## config.mk

```make
export PLATFORM = sky130hd
export DESIGN_NAME = tff_count_ctrl
export DESIGN_NICKNAME = d
export VERILOG_FILES = /design/src/rtl/tff_ctrl_pkg.sv /design/src/rtl/tff_bank.sv /design/src/rtl/tff_count_ctrl.sv
export SDC_FILE = /design/constraint.sdc
export NUM_CORES = 1
export LEC_CHECK = 0
export CAP_MARGIN = 20
export CORE_MARGIN = 3
export CORE_UTILIZATION = 24
export DETAILED_ROUTE_END_ITERATION = 7
export SLEW_MARGIN = 20
export SYNTH_ARGS = -nofsm -noshare
export SYNTH_HDL_FRONTEND = slang
export SYNTH_SLANG_ARGS = --single-unit
```

## constraint.sdc

```tcl
create_clock -name clk -period 1.7 [get_ports clk]
set_clock_uncertainty 0.05 [all_clocks]
set_input_delay 0.34 -clock clk [delete_from_list [all_inputs] [get_ports clk]]
set_output_delay 0.34 -clock clk [all_outputs]
set_load 0.05 [all_outputs]
```

## src/rtl/tff_ctrl_pkg.sv

```systemverilog
// Shared definitions for the T-FF counter controller.
//   tff_state_e : controller FSM states
//   DIR_UP/DIR_DOWN : encodings of the dir input / captured direction
package tff_ctrl_pkg;

    typedef enum logic [1:0] {
        IDLE = 2'd0,
        RUN  = 2'd1,
        DONE = 2'd2
    } tff_state_e;

    localparam logic DIR_UP   = 1'b1;
    localparam logic DIR_DOWN = 1'b0;

endpackage

```

## src/rtl/tff_bank.sv

```systemverilog
// Bank of WIDTH rising-edge T flip-flops with asynchronous active-low clear.
//   clk  : clock
//   rst  : async active-low reset, clears every bit to 0
//   t    : per-bit toggle enable, q[i] flips on the edge when t[i] = 1
//   q    : stored bits
//   qbar : complement of q
module tff_bank #(
    parameter int unsigned WIDTH = 4
) (
    input  logic             clk,
    input  logic             rst,
    input  logic [WIDTH-1:0] t,
    output logic [WIDTH-1:0] q,
    output logic [WIDTH-1:0] qbar
);

    always_ff @(posedge clk or negedge rst) begin
        if (!rst) begin
            q <= '0;
        end else begin
            q <= q ^ t;
        end
    end

    assign qbar = ~q;

endmodule

```

## src/rtl/tff_count_ctrl.sv

```systemverilog
// Sequencing controller that drives the toggle inputs of a T-FF bank so the
// bank acts as a loadable up/down counter running to a programmed limit.
//   clk      : clock, rising edge
//   rst      : async active-low reset
//   load     : load request (IDLE only), load_val appears on q after one edge
//   load_val : value to load
//   start    : start a counting job (IDLE only), dir/limit captured here
//   dir      : 1 = count up, 0 = count down
//   limit    : terminal value
//   stop     : abort a running job (RUN only), q holds, no done
//   q        : current bank contents
//   busy     : high while counting
//   done     : one-cycle pulse after the limit is reached
module tff_count_ctrl
    import tff_ctrl_pkg::*;
#(
    parameter int unsigned WIDTH = 4
) (
    input  logic             clk,
    input  logic             rst,
    input  logic             load,
    input  logic [WIDTH-1:0] load_val,
    input  logic             start,
    input  logic             dir,
    input  logic [WIDTH-1:0] limit,
    input  logic             stop,
    output logic [WIDTH-1:0] q,
    output logic             busy,
    output logic             done
);

    tff_state_e       state_q, state_d;
    logic             dir_q, dir_d;
    logic [WIDTH-1:0] limit_q, limit_d;
    logic [WIDTH-1:0] t;
    logic [WIDTH-1:0] qbar;
    logic [WIDTH-1:0] up_mask;
    logic [WIDTH-1:0] down_mask;

    // Ripple-carry / ripple-borrow toggle masks: bit i flips when all lower
    // bits are 1 (up) or all lower bits are 0 (down).
    always_comb begin
        up_mask      = '0;
        down_mask    = '0;
        up_mask[0]   = 1'b1;
        down_mask[0] = 1'b1;
        for (int i = 1; i < int'(WIDTH); i++) begin
            up_mask[i]   = up_mask[i-1] & q[i-1];
            down_mask[i] = down_mask[i-1] & qbar[i-1];
        end
    end

    always_comb begin
        state_d = state_q;
        dir_d   = dir_q;
        limit_d = limit_q;
        t       = '0;
        unique case (state_q)
            IDLE: begin
                if (load) begin
                    // Toggling exactly the differing bits lands q on load_val.
                    t = q ^ load_val;
                end else if (start) begin
                    dir_d   = dir;
                    limit_d = limit;
                    state_d = RUN;
                end
            end
            RUN: begin
                if (stop) begin
                    state_d = IDLE;
                end else if (q == limit_q) begin
                    state_d = DONE;
                end else begin
                    t = (dir_q == DIR_UP) ? up_mask : down_mask;
                end
            end
            DONE: begin
                state_d = IDLE;
            end
            default: begin
                state_d = IDLE;
            end
        endcase
    end

    always_ff @(posedge clk or negedge rst) begin
        if (!rst) begin
            state_q <= IDLE;
            dir_q   <= DIR_UP;
            limit_q <= '0;
        end else begin
            state_q <= state_d;
            dir_q   <= dir_d;
            limit_q <= limit_d;
        end
    end

    assign busy = (state_q == RUN);
    assign done = (state_q == DONE);

    tff_bank #(
        .WIDTH(WIDTH)
    ) u_bank (
        .clk  (clk),
        .rst  (rst),
        .t    (t),
        .q    (q),
        .qbar (qbar)
    );

endmodule

```

==> results_dict.tcl <==
set metrics [dict create \
    clock-root-buffer "clkbuf_4" \
    wl_met3_um 138 \
    syn_inst 62 \
    nFillCells 255 \
    synthesis.nets 76 \
    setup_viol 0 \
    status "finished clean" \
    final_nets 104 \
    yosysSeqAreaShare_pct 42.7 \
    r2r_cells 4 \
    grt_max_degree 12 \
    grt-ovfl-total 0 \
    crit_slowest_cell "dfrtp_1" \
    cp-end-kind "output port" \
    crit_family "flip-flops" \
    clock.fmax_ghz 0.635 \
    die_h_um 57.9 \
    cp_max_fo 7 \
    synth_cell_types 29 \
    cts_made_buffers 3 \
    r2r_start "state_q[0]$_DFFE_PN0P_" \
    crit_type "reg2out" \
    min_period_ps 1580 \
    multi_input_area_sq_um 354 \
    yosys_warnings 0 \
    diodes 0 \
    worst_slew_pin_slew_ps 521 \
    hold_viol_final 0 \
    maxSlewHeadroom_pct 65.2 \
    max-vdd-ir-drop_mv 0.902 \
    synth_area_sq_um 647 \
    wl_met1_um 662 \
    port_buffers 19 \
    clk_latency_ps 270 \
    drive_gt1_share_pct 30.3 \
    hold_buffers 0 \
    vias 545 \
    cts_resized 0 \
    worst_ep_arrival_time_ps 1190 \
    crit_chain "nor2b_1, buf_12" \
    ioPinCount 20 \
    route.met2.wl_um 599 \
    max-cap-violations 0 \
    yosys.area.top_type_share_pct 38.7 \
    worst-path-buf-inv 1 \
    ys_ff_latch 11 \
    die-area_sq_mm 0.00335 \
    hpwl_mm 1.13 \
    wl_per_cell_um 11.9 \
    power.density_mw_per_mm2 1660 \
    postCtsSetupRepairBufs 0 \
    drt_pass1_iterations 4 \
    highest_layer "met4" \
    fin_tns_setup_ps 0 \
    postRouteAntennaNets 0 \
    crit_path_max_incr_delay_ps 490 \
    drt_wl_total_mm 1.42 \
    cts_max_path_buffers 2 \
    hold_ws_ps 358 \
    regToRegEndpoint "u_bank.q[3]$_DFF_PN0_" \
    regArea_sq_um 282 \
    drc 0 \
    die_w_um 57.9 \
    grt_first_pass_wirelength_mm 2.42 \
    antenna_found_initial 0 \
    fin_crit_sh_pct 92.7 \
    crit_required_ps 1310 \
    grt_pass1_vias 542 \
    fp.coreArea_sq_mm 0.00252 \
    drt-initial-drc-count 4 \
    reg2reg_slack_ps 180 \
    clk_pin_slew_ps 70 \
    syn_area_per_cell_sq_um 10.4 \
    rsz0062_at_grt "false" \
    gp_congestion 0.757 \
    netlist_top_cells_area "dfrtp_1 (39%), mux2_2 (8.7%), xnor2_1 (5.4%)" \
    p_leak_uw 0.000405 \
    avgViaCountPerCell 4.58 \
    start_util_pct 25.6 \
    syn_to_final_growth_pct 54.9 \
    num_rows 18 \
    drv_slew 0 \
    worst_hold_path_type "in2async" \
    track_usage_pct 9.50 \
    cts_max_level 1 \
    yosys.area.top_type "dfrtp_1" \
    cts_tree "built" \
    worst_setup_path_start_kind "flip-flop" \
    clock-sinks 11 \
]
==> logic make-up after synthesis <==
| kind of cell | synth area share (%) |
|---|---|
| flops | 42.7 |
| compound gates | 9.67 |
| simple gates | 25.3 |
| xor+xnor | 6.77 |
| mux | 11.8 |
| buf+inv | 3.67 |
==> area by class of cell <==
class	instances	area share, %
Timing Repair Buffer	25	29.5
Tap cell	30	3.75
Multi-Input combinational cell	47	35.3
Sequential cell	11	28.1
Clock buffer	4	2.62
Inverter	2	0.749
==> metrics by stage <==
| stage | cells | utilization [%] | instance area, sq um | total power, uW | setup WS (ps) |
|---|---|---|---|---|---|
| after floorplan | 62 | - | 666 | 1070 | -34.2 |
| after global placement | 115 | 38.7 | 976 | 1490 | -78.1 |
| after CTS | 119 | 39.7 | 1000 | 1690 | 106 |
| after global routing | 119 | 39.7 | 1000 | 1780 | 52.0 |
| final | 119 | 39.7 | 1000 | 1670 | 125 |
| after detailed placement | 115 | 38.7 | 976 | 1500 | -90.9 |
==> where the power goes <==
group / total [uW] / switching (uW) / internal [uW]
logic: 1010 / 493 / 517
clock network: 180 / 88.8 / 91.1
registers: 479 / 103 / 376
==> cell usage after synthesis (all sizes together) <==
cell and n:
a21oi 5, xor2 1, nand2b 3, o211ai 2, nor3b 1, nor3 3
nand3b 2, a21o 1, nand2 1, inv 2, or4 2, a31oi 1
mux2 5, mux2i 2, and2 2, nor2 1, buf 2, nand3 2
and4 1, dfrtp 10, xnor2 4, nor4 1, a211o 1, nor4b 1
dfstp 1, nor2b 3, or2b 1, nand4 1
==> cell usage in the layout, fill, tap and decap left out <==
cell type | synthesis | layout
dfstp_2 | 1 | 1
or4_1 | 2 | 2
nand2b_1 | 3 | 3
a21oi_1 | 5 | 5
nor4b_2 | 1 | 1
nor2b_4 | 0 | 1
nor3_1 | 3 | 3
nor4_1 | 1 | 1
nor2_1 | 1 | 1
dfrtp_1 | 10 | 6
mux2_2 | 5 | 5
or2b_1 | 1 | 1
buf_4 | 0 | 6
and2_1 | 2 | 2
nor3b_1 | 1 | 1
buf_12 | 0 | 6
clkbuf_4 | 0 | 3
nand4_1 | 1 | 1
nand2_1 | 1 | 1
nand3b_1 | 2 | 2
xor2_1 | 1 | 1
mux2i_1 | 2 | 2
nand3_1 | 2 | 2
clkdlybuf4s50_1 | 0 | 13
inv_1 | 2 | 2
clkbuf_1 | 0 | 1
a21o_1 | 1 | 1
xnor2_1 | 4 | 4
a211o_1 | 1 | 1
nor2b_1 | 3 | 2
dfrtp_2 | 0 | 4
and4_1 | 1 | 1
a31oi_1 | 1 | 1
o211ai_1 | 2 | 2
==> registers in the layout, indices dropped and copies added (netlist names) <==
| register | count |
|---|---|
| u_bank.q | 4 |
| limit_q | 4 |
| dir_q | 1 |
| state_q | 2 |
==> how the worst max path moves through the flow <==
stage                            from               endpoint  cells past startpoint
2_1_floorplan   u_bank.q[0]$_DFF_PN0_  u_bank.q[3]$_DFF_PN0_                      6
3_5_place_dp                     load  u_bank.q[0]$_DFF_PN0_                      5
5_1_grt        state_q[1]$_DFFE_PN0P_                   done                      2
4_1_cts        state_q[1]$_DFFE_PN0P_                   done                      2
3_3_place_gp                     load  u_bank.q[0]$_DFF_PN0_                      5
6_report       state_q[1]$_DFFE_PN0P_                   done                      2
==> metal layers <==
| layer | vias to the layer above | track usage (%) |
|---|---|---|
| li1 | 279 | - |
| met5 | - | 0 |
| met2 | 20 | 14.0 |
| met4 | 0 | 3.97 |
| met3 | 2 | 3.79 |
| met1 | 244 | 12.3 |
Power figures use the tool's default switching activity.
